File: src/rtl/l15_req_port_arbiter.sv
// N-port request arbiter feeding the tile L1.5 request channel: fixed-priority or
// round-robin selection, per-packet lock, starvation escalation, one registered output stage.

module l15_starve_cnt #(
    parameter int StarveTh = 64,
    parameter bit Enable   = 1'b1
) (
    input  logic clk_i,
    input  logic rst_i,
    input  logic valid,
    input  logic granted,
    input  logic last,
    input  logic blocked,
    output logic starved
);
    localparam logic [7:0] Th = 8'(StarveTh);

    logic [7:0] cnt;

    always_ff @(posedge clk_i) begin
        if (rst_i || !Enable) begin
            cnt <= '0;
        end else if (granted && last) begin
            cnt <= '0;
        end else if (valid && !granted && !blocked && cnt != Th) begin
            cnt <= cnt + 8'd1;
        end
    end

    assign starved = Enable && (cnt == Th);
endmodule

module l15_req_port_arbiter #(
    parameter int NumPorts   = 6,
    parameter int DataWidth  = 128,
    parameter int RoundRobin = 0,
    parameter int StarveTh   = 64,
    localparam int PidW      = $clog2(NumPorts)
) (
    input  logic                          clk_i,
    input  logic                          rst_i,
    input  logic [NumPorts-1:0]           req_valid_i,
    output logic [NumPorts-1:0]           req_ready_o,
    input  logic [NumPorts*DataWidth-1:0] req_data_i,
    input  logic [NumPorts-1:0]           req_last_i,
    output logic                          out_valid_o,
    input  logic                          out_ready_i,
    output logic [DataWidth-1:0]          out_data_o,
    output logic                          out_last_o,
    output logic [PidW-1:0]               out_portid_o,
    output logic                          lock_o,
    output logic [NumPorts-1:0]           starved_o
);
    localparam bit StarveEn = (RoundRobin == 0) && (StarveTh > 0);

    logic              lock_q;
    logic [PidW-1:0]   lock_pid;
    logic [PidW-1:0]   ptr_q;
    logic [PidW-1:0]   win;
    logic              found;
    int                idx;
    logic              win_valid;
    logic              win_last;
    logic [DataWidth-1:0] win_data;
    logic              adv;
    logic              accept;

    assign adv = ~out_valid_o | out_ready_i;

    // Winner selection never looks at out_ready_i; a lock pins the winner even when idle.
    always_comb begin
        win   = '0;
        found = 1'b0;
        idx   = 0;
        if (lock_q) begin
            win   = lock_pid;
            found = 1'b1;
        end else if (RoundRobin != 0) begin
            for (int k = 0; k < NumPorts; k++) begin
                idx = (int'(ptr_q) + k) % NumPorts;
                if (!found && req_valid_i[PidW'(idx)]) begin
                    win   = PidW'(idx);
                    found = 1'b1;
                end
            end
        end else begin
            for (int i = 0; i < NumPorts; i++) begin
                if (!found && req_valid_i[i] && starved_o[i]) begin
                    win   = PidW'(i);
                    found = 1'b1;
                end
            end
            for (int i = 0; i < NumPorts; i++) begin
                if (!found && req_valid_i[i]) begin
                    win   = PidW'(i);
                    found = 1'b1;
                end
            end
        end
    end

    assign win_valid = req_valid_i[win];
    assign win_last  = req_last_i[win];
    assign win_data  = req_data_i[int'(win)*DataWidth +: DataWidth];
    assign accept    = win_valid & adv;

    always_comb begin
        req_ready_o = '0;
        for (int i = 0; i < NumPorts; i++) begin
            req_ready_o[i] = accept & ~rst_i & (win == PidW'(i));
        end
    end

    always_ff @(posedge clk_i) begin
        if (rst_i) begin
            out_valid_o  <= 1'b0;
            out_data_o   <= '0;
            out_last_o   <= 1'b0;
            out_portid_o <= '0;
        end else if (accept) begin
            out_valid_o  <= 1'b1;
            out_data_o   <= win_data;
            out_last_o   <= win_last;
            out_portid_o <= win;
        end else if (out_ready_i) begin
            out_valid_o  <= 1'b0;
        end
    end

    always_ff @(posedge clk_i) begin
        if (rst_i) begin
            lock_q   <= 1'b0;
            lock_pid <= '0;
            ptr_q    <= '0;
        end else if (accept) begin
            if (!win_last) begin
                lock_q   <= 1'b1;
                lock_pid <= win;
            end else begin
                lock_q <= 1'b0;
                ptr_q  <= (win == PidW'(NumPorts-1)) ? '0 : win + PidW'(1);
            end
        end
    end

    assign lock_o = lock_q;

    for (genvar g = 0; g < NumPorts; g++) begin : g_port
        l15_starve_cnt #(
            .StarveTh (StarveTh),
            .Enable   (StarveEn)
        ) u_cnt (
            .clk_i   (clk_i),
            .rst_i   (rst_i),
            .valid   (req_valid_i[g]),
            .granted (accept && (win == PidW'(g))),
            .last    (req_last_i[g]),
            .blocked (lock_q && (lock_pid != PidW'(g))),
            .starved (starved_o[g])
        );
    end
endmodule
File: config.mk
export PLATFORM = sky130hd
export DESIGN_NAME = l15_req_port_arbiter
export DESIGN_NICKNAME = d
export VERILOG_FILES = /design/src/rtl/l15_req_port_arbiter.sv
export SDC_FILE = /design/constraint.sdc
export NUM_CORES = 1
export LEC_CHECK = 0
export BUFFER_PORTS_ARGS = -buffer_cell sky130_fd_sc_hd__buf_2
export CORE_AREA = 2 2 358 360
export CTS_CLUSTER_SIZE = 25
export DETAILED_ROUTE_END_ITERATION = 10
export DIE_AREA = 0 0 360 362
export PLACE_DENSITY = 0.32
export SLEW_MARGIN = 10
export SYNTH_ARGS = -nofsm -noshare
export SYNTH_HDL_FRONTEND = slang
export SYNTH_HIERARCHICAL = 1
export SYNTH_SLANG_ARGS = --single-unit
File: constraint.sdc
create_clock -name clk_i -period 3.7 [get_ports clk_i]
set_input_delay 0.185 -clock clk_i [delete_from_list [all_inputs] [get_ports clk_i]]
set_output_delay 0.185 -clock clk_i [all_outputs]
set_load 0.03 [all_outputs]
==> metrics.md, run 1 <==
| Metric | Value |
|---|---|
| Amount of wire on met2 after detailed routing | 49.11 mm |
| Number of inserted filler cells in the final layout | 14838 |
| Critical Path, Cell by Cell | inv_1 -> ha_1 -> nor4b_4 -> and3_4 -> and2_1 -> a221oi_2 -> o211ai_1 -> buf_4 -> o211a_4 -> a22oi_2 -> buf_6 -> nor4_4 -> buf_4 -> or3b_4 -> or4_1 -> a21oi_1 |
| RSZ-0062 raised after global routing | true |
| Routed wirelength normalized by instance count | 21.54 um |
| Most common library cell in the layout ignoring fill and taps | buf_2 |
| Number of enable flip-flop cells after synthesis | 0 |
| Synthesized instance count | 2018 |
| Worst Path Required | 4.14 ns |
| Initial core utilization | 10.29% |
| Clock buffer count from CTS | 17 |
| Pre-CTS WS | -0.1194 ns |
| Final setup skew | 0.02562 ns |
| Worst vdd rail ir drop | 635.6 uV |
| Share of post-route cells with drive strength above 1 | 40.69% |
| Setup slack, reg-to-reg | 0.11 ns |
| CTS tree | built |
| Horizontal die dimension | 360 um |
| CTS HTree Levels | 4 |
| Multiplexer share of the synthesized area | 1.084% |
| Final estimated routing congestion in global placement | 0.8883 |
| Synth Area in XOR/XNOR | 0% |
| Simple-gate share of the synthesized area | 36.14% |
| Total via count in the routed design | 19319 |
| Mapped cell area | 0.01304 mm^2 |
| Leading cell types in the layout, fill and taps excluded | 923 x buf_2, 694 x nand2_1, 277 x nand3_1 |
| Iter 0 DRT Violations | 1257 |
| Critical Path Source Type | flop |
| Data arrival time of the worst path | 4.03 ns |
| Relative slew margins | 39.85% |
| Share of Yosys cell area claimed by the top area cell type | 28.40% |
| Mapped Nets | 2813 |
| Adder-cell share of the synthesized area | 1.152% |
| Slew of the pin with the lowest slew margin | 0.9010 ns |
| Die extent in y | 362 um |
| Number of synthesized register bits | 185 |
| Hold Violations, Final | 0 |
| Number of warning messages in the yosys log | 6 |
| Wire length of the first global-routing pass | 139.4 mm |
| Critical Path Max Stage Delay | 0.51 ns |
| Total power draw | 20460 uW |
| Slowest cell on the critical path | or4_1 |
| Path type of the worst setup path | flop to flop |
| GRT Util Overall | 14.76% |
| Area post-placement | 0.02059 mm^2 |
| Wire length the detailed router placed on met1 | 42.82 mm |
| Run status | completed |
| Most common cell on crit path | buf_4 |
| Power per standard cell area | 932.3 mW/mm^2 |
| Final Worst Setup Slack | 0.1050 ns |
| Maximum number of pins on one net before global-route repair | 91 |
| Sum of net half-perimeters after detailed placement | 82.60 mm |
| Area inside the core boundary | 0.1267 mm^2 |
| Die Outline Area | 0.1303 mm^2 |
| DR DRC count | 0 |
| Uppermost signal routing layer after detailed routing | met5 |
| Fraction of the mapped netlist area in compound gates | 26.75% |
| Sort of element at the end of the critical path | flop |
| Leakage dissipation | 0.009704 uW |
| Count of cell types in the netlist | 54 |
| Length of the first detailed-routing pass in iterations | 7 |
| Highest Clock Rate | 278.2 MHz |
| Clock-pin slew on the worst setup and hold paths | 0.09 ns |
| Leftover overflow at the end of global routing | 0 |
| Antenna violations before repair | 47 |
| Prevailing post-synth register cell | dfxtp_1 |
| Average via count per standard cell | 4.139 |
| Cells taking the most area after synthesis | dfxtp_1 28%, nand2_1 20%, nand3_1 11% |
| Detailed-routed wire length on met3 | 5.967 mm |
| Clock period minus worst slack | 3.595 ns |
| Boundary Pins | 929 |
| Clock network latency to the later pin of the worst-skew pair | 0.51 ns |
| Maximum fanout count along the critical path | 7 |
| Layout-stage area growth over the synthesis result | 68.30% |
| Clk sinks | 185 |
| Mapped Avg Cell Area | 6.461 um^2 |
| Maximum buffer depth of the clock tree | 2 |
| Post-route standard cell area excluding fillers | 0.02194 mm^2 |
| Total Nets Final | 3776 |
| Slew Limit Fails | 0 |
| Number of max-cap violations | 0 |
| Number of global-route vias before repair | 19153 |
| Summed negative setup slack over all endpoints | 0 ns |
| Number of failing setup endpoints in the final timing report | 0 |
| Cell at the root of the clock tree | clkbuf_16 |
| Hold Crit Class | input pin to flop |
| Core Rows | 131 |
| Proportion of synthesized chip area in sequential cells | 28.40% |
| Share of async-settable or async-resettable flops after synthesis | 0% |
| Post-DRT Antenna Nets | 0 |
| Final critical-path share of the clock period | 97.16% |
| Routed wire length | 100.5 mm |
| Largest family of logic cells by synthesized area | simple AND/OR/NAND/NOR gates |
| I/O Buffers | 928 |
| Cell type contributing the most total cell area after synthesis | dfxtp_1 |
## worst max-delay path: cells and delay by family (launching register included)
family | cells | cell delay (ns)
compound gates | 5 | 0.99
simple gates | 6 | 1.49
flops | 1 | 0.33
fa+ha+maj | 1 | 0.21
buf+inv | 4 | 0.51
## what timing repair did
item	CTS	global route
buffers inserted	3	10
gates resized for setup	12	65
setup endpoints to repair	23	113
hold buffers	27	0
pin swaps	2	16
endpoints found under the hold margin	19	0
## cell usage after synthesis (7+ instances only)
library cell / number
and2_1: 7
o31ai_1: 24
o21ai_0: 17
nor2_1: 17
and3_1: 7
nand3_1: 277
mux2i_1: 13
dfxtp_1: 185
inv_1: 23
nand2_1: 696
buf_2: 32
a21oi_1: 172
ha_1: 12
a221oi_1: 131
a31oi_1: 135
or4_1: 18
buf_1: 7
clkbuf_1: 139
## per-layer routing
layer | vias up | global-route usage [%]
met5 | - | 0
met4 | 16 | 5.083
met1 | 9237 | 18.35
li1 | 9232 | -
met2 | 699 | 24.85
met3 | 135 | 3.454
## through the flow
step	instances	hold slack, ns	utilization [%]
5_1_grt	4667	0.04498	17.32
3_3_place_gp	4585	0.4370	16.25
2_1_floorplan	2018	0.3768	-
3_5_place_dp	4585	0.4401	16.25
4_1_cts	4645	0.0006796	17.00
6_report	4668	0.07150	17.32
## area by class of cell
| class | count | area, um^2 | area share (%) |
|---|---|---|---|
| Multi-Input combinational cell | 1626 | 8864 | 40.39 |
| Timing Repair Buffer | 1128 | 6565 | 29.92 |
| Sequential cell | 185 | 3712 | 16.92 |
| Tap cell | 1662 | 2079 | 9.476 |
| Clock buffer | 19 | 452.9 | 2.064 |
| Clock inverter | 12 | 148.9 | 0.6785 |
| Inverter | 23 | 90.09 | 0.4105 |
| Antenna cell | 13 | 32.53 | 0.1482 |
## worst paths after layout
path | end | start | cells after the start
setup reg to reg | g_port[5].u_cnt/cnt[5]$_SDFFE_PP0P_ | g_port[1].u_cnt/cnt[0]$_SDFFE_PP0P_ | 16
setup / recovery | g_port[5].u_cnt/cnt[5]$_SDFFE_PP0P_ | g_port[1].u_cnt/cnt[0]$_SDFFE_PP0P_ | 16
hold / removal | out_data_o[81]$_SDFFE_PP0P_ | req_data_i[209] | 5
hold reg to reg | out_data_o[6]$_SDFFE_PP0P_ | out_data_o[6]$_SDFFE_PP0P_ | 2
## where the power goes
group | total (uW) | internal [uW] | switching (uW)
clock | 2070 | 998 | 1070
combinational | 15100 | 5010 | 10100
sequential | 3290 | 2810 | 476
total | 20500 | 8830 | 11600
## flip-flops by register name, summed over array words and instances (netlist names)
register	flops
g_port.u_cnt/cnt	48
out_data_o	128
lock_o	1
out_last_o	1
out_portid_o	3
out_valid_o	1
lock_pid	3
## logic make-up (layout without fill, tap and decap cells)
family / Yosys count / after routing
AOI/OAI and AO/OA: 520 / 520
DFF: 185 / 185
muxes: 14 / 14
other: 0 / 13
and+or+nand+nor: 1080 / 1080
adders and majority gates: 12 / 12
buffers and inverters: 207 / 1182
Note: power is estimated with default switching activity, not from simulation.
==> run 2: changes to the inputs <==
--- a/config.mk
+++ b/config.mk
@@ -5,11 +5,12 @@
 export SDC_FILE = /design/constraint.sdc
 export NUM_CORES = 1
 export LEC_CHECK = 0
+export ABC_AREA = 1
 export BUFFER_PORTS_ARGS = -buffer_cell sky130_fd_sc_hd__buf_2
-export CORE_AREA = 2 2 358 360
+export CORE_AREA = 2 2 357 359
 export CTS_CLUSTER_SIZE = 25
 export DETAILED_ROUTE_END_ITERATION = 10
-export DIE_AREA = 0 0 360 362
+export DIE_AREA = 0 0 359 361
 export PLACE_DENSITY = 0.32
 export SLEW_MARGIN = 10
 export SYNTH_ARGS = -nofsm -noshare
==> metrics.md, run 2 <==
| Metric | Value |
|---|---|
| Slew of the pin with the lowest slew margin | 0.8456 ns |
| Clock period minus worst slack | 3.599 ns |
| I/O Buffers | 928 |
| Mapped cell area | 0.01445 mm^2 |
| Worst vdd rail ir drop | 337.3 uV |
| Power per standard cell area | 611.0 mW/mm^2 |
| Leftover overflow at the end of global routing | 0 |
| Final setup skew | 0.02350 ns |
| Count of cell types in the netlist | 32 |
| Iter 0 DRT Violations | 1473 |
| Leakage dissipation | 0.01112 uW |
| Number of failing setup endpoints in the final timing report | 0 |
| Number of global-route vias before repair | 20666 |
| Data arrival time of the worst path | 4.01 ns |
| Average via count per standard cell | 4.137 |
| Max FFs per register | 128 |
| CTS tree | built |
| Number of cells on the worst hold path | 5 |
| Number of warning messages in the yosys log | 6 |
| Cells taking the most area after synthesis | dfxtp_1 26%, nand2_1 19%, nand3_1 12% |
| Initial core utilization | 11.53% |
| Total via count in the routed design | 20928 |
| CTS HTree Levels | 4 |
| Clk sinks | 185 |
| Mapped Nets | 3212 |
| Prevailing post-synth register cell | dfxtp_1 |
| Count leader, synth | nand2_1 |
| Startpoint of the most critical register-to-register path | g_port[3].u_cnt/cnt[0]$_SDFFE_PP0P_ |
| Routed wirelength normalized by instance count | 22.88 um |
| Worst Min Path Start | req_data_i[708] |
| Number of enable flip-flop cells after synthesis | 0 |
| Worst Path Required | 4.11 ns |
| Mapped Avg Cell Area | 5.980 um^2 |
| Hold worst-path end | out_data_o[68]$_SDFFE_PP0P_ |
| Most frequent cells after synthesis | 718 x nand2_1, 337 x nand3_1, 327 x nor2_1 |
| Worst hold slack across all endpoints | 0.05250 ns |
| Slew Limit Fails | 0 |
| Clock network latency to the later pin of the worst-skew pair | 0.52 ns |
| Boundary Pins | 929 |
| Length of the first detailed-routing pass in iterations | 5 |
| Pre-CTS WS | -0.04781 ns |
| Cell at the root of the clock tree | clkbuf_16 |
| End of the worst register-to-register path | out_data_o[78]$_SDFFE_PP0P_ |
| Final Worst Setup Slack | 0.1011 ns |
| Area inside the core boundary | 0.1254 mm^2 |
| Run status | completed |
| Proportion of synthesized chip area in sequential cells | 25.62% |
| Number of max-cap violations | 0 |
| Die extent in y | 361 um |
| Clock buffer count from CTS | 17 |
| Worst r2r path cells | 24 |
| Share of async-settable or async-resettable flops after synthesis | 0% |
| Synthesized instance count | 2417 |
| Die Outline Area | 0.1296 mm^2 |
| Setup slack, reg-to-reg | 0.10 ns |
| Horizontal die dimension | 359 um |
| Final estimated routing congestion in global placement | 0.8703 |
| Layout-stage area growth over the synthesis result | 61.59% |
| Share of post-route cells with drive strength above 1 | 37.90% |
| Sum of net half-perimeters after detailed placement | 92.83 mm |
| Hold Crit Class | input pin to flop |
| Maximum buffer depth of the clock tree | 2 |
| Final critical-path share of the clock period | 97.27% |
| Highest Clock Rate | 277.9 MHz |
| Maximum fanout count along the critical path | 25 |
| GRT Util Overall | 16.97% |
| Leading cell types in the layout, fill and taps excluded | 923 x buf_2, 702 x nand2_1, 334 x nand3_1 |
| Total Nets Final | 4180 |
| Share of Yosys cell area claimed by the top area cell type | 25.62% |
| Cell type contributing the most total cell area after synthesis | dfxtp_1 |
| Path type of the worst setup path | flop to flop |
| Largest registers | out_data_o x128, g_port.u_cnt/cnt x48 |
| Critical Path Source Type | flop |
| Core Rows | 130 |
| Hold Violations, Final | 0 |
| Clock-pin slew on the worst setup and hold paths | 0.10 ns |
| Most common library cell in the layout ignoring fill and taps | buf_2 |
| Post-DRT Antenna Nets | 0 |
| Antenna violations before repair | 51 |
| Number of synthesized register bits | 185 |
| Relative slew margins | 43.63% |
| DR DRC count | 0 |
| RSZ-0062 raised after global routing | false |
| Reg with most FFs | out_data_o |
| Maximum number of pins on one net before global-route repair | 132 |
| Wire length of the first global-routing pass | 157.3 mm |
| Sort of element at the end of the critical path | flop |
| Routed wire length | 115.8 mm |
| Source of the critical timing path | g_port[3].u_cnt/cnt[0]$_SDFFE_PP0P_ |
[run 2: cells by family after synthesis]
logic type      Yosys count  synth area share, %
xor+xnor                  6               0.3636
fa+ha+maj                12                1.039
compound gates          323                13.63
flops                   185                25.62
buf+inv                 285                9.089
simple gates           1606                50.25
[run 2: area by class of cell]
class	instances	area, um^2
Fill cell	14731	102100
Antenna cell	11	27.53
Clock buffer	18	439.2
Clock inverter	14	200.2
Inverter	105	429.2
Timing Repair Buffer	1129	6759
Tap cell	1650	2064
Sequential cell	185	3716
Multi-Input combinational cell	1947	9721
[run 2: through the flow]
step                area, um^2  utilization [%]  TNS [ns]  std cells  power [uW]
global placement         21600            17.22   -0.1245       4941       11770
finish                   23360            18.62         0       5059       14270
global route             23340            18.61         0       5054       15310
floorplan                14450                -         0       2417        7934
CTS                      23070            18.40         0       5040       14420
detailed placement       21600            17.22  -0.06934       4941       11710
[run 2: worst max-delay path by stage]
stage | depth (start not counted) | slack, ns | to
3_5_place_dp | 21 | -0.05 | out_data_o[81]$_SDFFE_PP0P_
6_report | 24 | 0.10 | out_data_o[78]$_SDFFE_PP0P_
3_3_place_gp | 23 | -0.05 | out_data_o[78]$_SDFFE_PP0P_
5_1_grt | 25 | 0.007 | req_ready_o[1]
4_1_cts | 25 | 0.007 | req_ready_o[0]
2_1_floorplan | 23 | 0.26 | req_ready_o[0]
[run 2: critical path: stages (launching register included)]
cell	delay, ns
dfxtp_2	0.34
inv_2	0.05
ha_2	0.19
nand3_2	0.10
nor2_4	0.05
nand2_1	0.11
nand2_4	0.07
nor2_4	0.12
nand4_4	0.12
nor2_4	0.14
nand3_1	0.08
nand2_1	0.07
inv_1	0.06
nand3_4	0.11
nand2_8	0.09
nand2_2	0.27
nor2_4	0.10
buf_4	0.15
buf_12	0.14
buf_12	0.17
a22oi_1	0.52
buf_4	0.20
nand2_1	0.05
nor2_1	0.09
nor2_1	0.06
[run 2: per-layer routing]
| layer | vias to the layer above | track usage, % | share of wire (%) |
|---|---|---|---|
| met3 | 145 | 3.280 | 5.3 |
| met2 | 789 | 29.73 | 50 |
| li1 | 10088 | - | - |
| met5 | - | 0 | 0.089 |
| met4 | 16 | 4.054 | 1.9 |
| met1 | 9890 | 21.28 | 43 |
[run 2: what timing repair did]
item,CTS,global route
buffers inserted,12,7
setup endpoints to repair,12,77
cloned,3,1
hold buffers,52,0
endpoints found under the hold margin,41,0
pin swaps,10,23
gates resized for setup,33,51
[run 2: power breakdown]
group	internal, uW	switching, uW
Clock	1060	1120
Sequential	2560	313
Combinational	2940	6280
==> run 3: changes to the inputs <==
--- a/config.mk
+++ b/config.mk
@@ -7,11 +7,12 @@
 export LEC_CHECK = 0
 export ABC_AREA = 1
 export BUFFER_PORTS_ARGS = -buffer_cell sky130_fd_sc_hd__buf_2
-export CORE_AREA = 2 2 357 359
+export CORE_AREA = 2 2 361 363
 export CTS_CLUSTER_SIZE = 25
 export DETAILED_ROUTE_END_ITERATION = 10
-export DIE_AREA = 0 0 359 361
-export PLACE_DENSITY = 0.32
+export DIE_AREA = 0 0 363 365
+export PLACE_DENSITY = 0.31
+export REMOVE_ABC_BUFFERS = 1
 export SLEW_MARGIN = 10
 export SYNTH_ARGS = -nofsm -noshare
 export SYNTH_HDL_FRONTEND = slang
==> constraint.sdc (replaced) <==
create_clock -name clk_i -period 3.5 [get_ports clk_i]
set_input_delay 0.175 -clock clk_i [delete_from_list [all_inputs] [get_ports clk_i]]
set_output_delay 0.175 -clock clk_i [all_outputs]
set_load 0.03 [all_outputs]
==> metrics.md, run 3 (synthesis gave the netlist of run 2 again) <==
| Metric | Value |
|---|---|
| Horizontal die dimension | 363 um |
| Most common library cell in the layout ignoring fill and taps | buf_2 |
| Post-route standard cell area excluding fillers | 0.02484 mm^2 |
| Sum of buffers and inverters on the critical path | 7 |
| Hold Violations, Final | 0 |
| Core Rows | 132 |
| Total power draw | 15470 uW |
| Data arrival time of the worst path | 3.79 ns |
| GRT Util Overall | 16.50% |
| Routed wirelength normalized by instance count | 21.81 um |
| Slew Limit Fails | 0 |
| DR DRC count | 0 |
| Relative slew margins | 58.61% |
| CTS HTree Levels | 4 |
| Summed negative setup slack over all endpoints | 0 ns |
| Share of post-route cells with drive strength above 1 | 38.42% |
| Critical Path, Cell by Cell | inv_1 -> ha_1 -> nand3_2 -> nor2_4 -> nand2_2 -> nand4_4 -> nor2_1 -> nor2_1 -> nand2_1 -> inv_2 -> nand3_4 -> nand2_8 -> buf_4 -> buf_8 -> inv_8 -> buf_16 -> buf_8 -> nand3_1 -> nand4_1 -> nand2_1 -> nand3_1 -> nor2_1 -> nor2_1 |
| Leftover overflow at the end of global routing | 0 |
| Die Outline Area | 0.1325 mm^2 |
| Sum of net half-perimeters after detailed placement | 91.26 mm |
| Clock-pin slew on the worst setup and hold paths | 0.09 ns |
| Worst Path Required | 3.93 ns |
| Number of max-cap violations | 0 |
| Initial core utilization | 11.23% |
| Highest Clock Rate | 297.8 MHz |
| Maximum buffer depth of the clock tree | 2 |
| Slowest cell on the critical path | nand4_1 |
| Clk sinks | 185 |
| Antenna violations before repair | 64 |
| Run status | completed |
| Maximum number of pins on one net before global-route repair | 91 |
| Sort of element at the end of the critical path | flop |
| CTS tree | built |
| Clock network latency to the later pin of the worst-skew pair | 0.54 ns |
| Path type of the worst setup path | flop to flop |
| Clock buffer count from CTS | 17 |
| Leading cell types in the layout, fill and taps excluded | 922 x buf_2, 698 x nand2_1, 332 x nand3_1 |
| Most common cell on crit path | nor2_1 |
| Max FFs per register | 128 |
| Power per standard cell area | 622.7 mW/mm^2 |
| RSZ-0062 raised after global routing | true |
| Final critical-path share of the clock period | 95.94% |
| Area post-placement | 0.02183 mm^2 |
| I/O Buffers | 928 |
| Cell Count Post-Placement | 4983 |
| Layout-stage area growth over the synthesis result | 71.87% |
| Wire length of the first global-routing pass | 154.7 mm |
| Number of failing setup endpoints in the final timing report | 0 |
| Area of the multi-input gates | 0.009843 mm^2 |
| Largest registers | out_data_o x128, g_port.u_cnt/cnt x48 |
| Critical Path Max Stage Delay | 0.42 ns |
| Final estimated routing congestion in global placement | 0.8638 |
| Die extent in y | 365 um |
| Sequential cell area | 0.003716 mm^2 |
| Average via count per standard cell | 4.053 |
| Final setup skew | 0.01640 ns |
| Boundary Pins | 929 |
| Total via count in the routed design | 21156 |
| Post-DRT Antenna Nets | 0 |
| Final Worst Setup Slack | 0.1420 ns |
| Cell at the root of the clock tree | clkbuf_16 |
| Final std cells w/o fill | 5220 |
| Maximum fanout count along the critical path | 18 |
| Family with the most delay on the worst path | simple AND/OR/NAND/NOR gates |
| Leakage dissipation | 0.01175 uW |
| Hold Crit Class | input pin to flop |
| Clock period minus worst slack | 3.358 ns |
| Area inside the core boundary | 0.1287 mm^2 |
| Worst vdd rail ir drop | 451.8 uV |
| Reg with most FFs | out_data_o |
| Number of inserted filler cells in the final layout | 15013 |
| Pre-CTS WS | -0.1307 ns |
| Number of global-route vias before repair | 21031 |
| Routed wire length | 113.9 mm |
| Slew of the pin with the lowest slew margin | 0.6180 ns |
| Length of the first detailed-routing pass in iterations | 7 |
| Total Nets Final | 4318 |
| Iter 0 DRT Violations | 1045 |
| Critical Path Source Type | flop |
run 3: path summary, 6_finish.rpt:
path,startpoint,to,slack [ns],depth (start not counted)
setup / recovery,g_port[4].u_cnt/cnt[0]$_SDFFE_PP0P_,out_data_o[32]$_SDFFE_PP0P_,0.14,23
hold / removal,req_data_i[753],out_data_o[113]$_SDFFE_PP0P_,0.03,5
setup reg to reg,g_port[4].u_cnt/cnt[0]$_SDFFE_PP0P_,out_data_o[32]$_SDFFE_PP0P_,0.14,23
hold reg to reg,out_portid_o[2]$_SDFFE_PP0P_,out_portid_o[2]$_SDFFE_PP0P_,0.47,2
run 3: cell type report:
| type | instances | share of cell area, % |
|---|---|---|
| Inverter | 105 | 1.748 |
| Sequential cell | 185 | 14.96 |
| Tap cell | 1675 | 8.437 |
| Timing Repair Buffer | 1267 | 32.59 |
| Clock buffer | 19 | 1.783 |
| Antenna cell | 10 | 0.1007 |
| Multi-Input combinational cell | 1947 | 39.62 |
| Clock inverter | 12 | 0.7606 |
run 3: worst register-to-register path, delay by kind of cell, from the launching register on:
family | cells | cell delay, ns
buf+inv | 7 | 0.79
simple gates | 15 | 1.97
fa+ha+maj | 1 | 0.17
flops | 1 | 0.32
run 3: per-stage QoR:
| step | hold WS, ns | utilization (%) |
|---|---|---|
| 2_1_floorplan | 0.2441 | - |
| 3_3_place_gp | 0.4574 | 16.97 |
| 3_5_place_dp | 0.4562 | 16.97 |
| 4_1_cts | 0.0006323 | 18.99 |
| 5_1_grt | 0.03538 | 19.31 |
| 6_report | 0.02962 | 19.31 |
run 3: per-layer routing:
metal | up-vias | wire length [um] | track usage [%]
li1 | 10349 | - | -
met1 | 9873 | 49730 | 20.49
met2 | 745 | 53230 | 27.71
met3 | 149 | 7993 | 4.620
met4 | 40 | 2641 | 4.670
met5 | - | 263 | 0
run 3: what timing repair did:
item | CTS | global route
resized for setup | 46 | 81
hold endpoints to repair | 85 | 0
cloned | 1 | 2
endpoints found under the setup margin | 9 | 163
pin swaps | 22 | 47
setup buffers | 46 | 6
hold buffers | 143 | 0
run 3: report_power, final:
group	total, uW	switching [uW]	leakage (uW)	internal [uW]
Sequential	3010	303	0.00153	2700
Combinational	10100	6740	0.00992	3380
Clock	2340	1120	0.000304	1220
Total	15500	8160	0.0118	7310
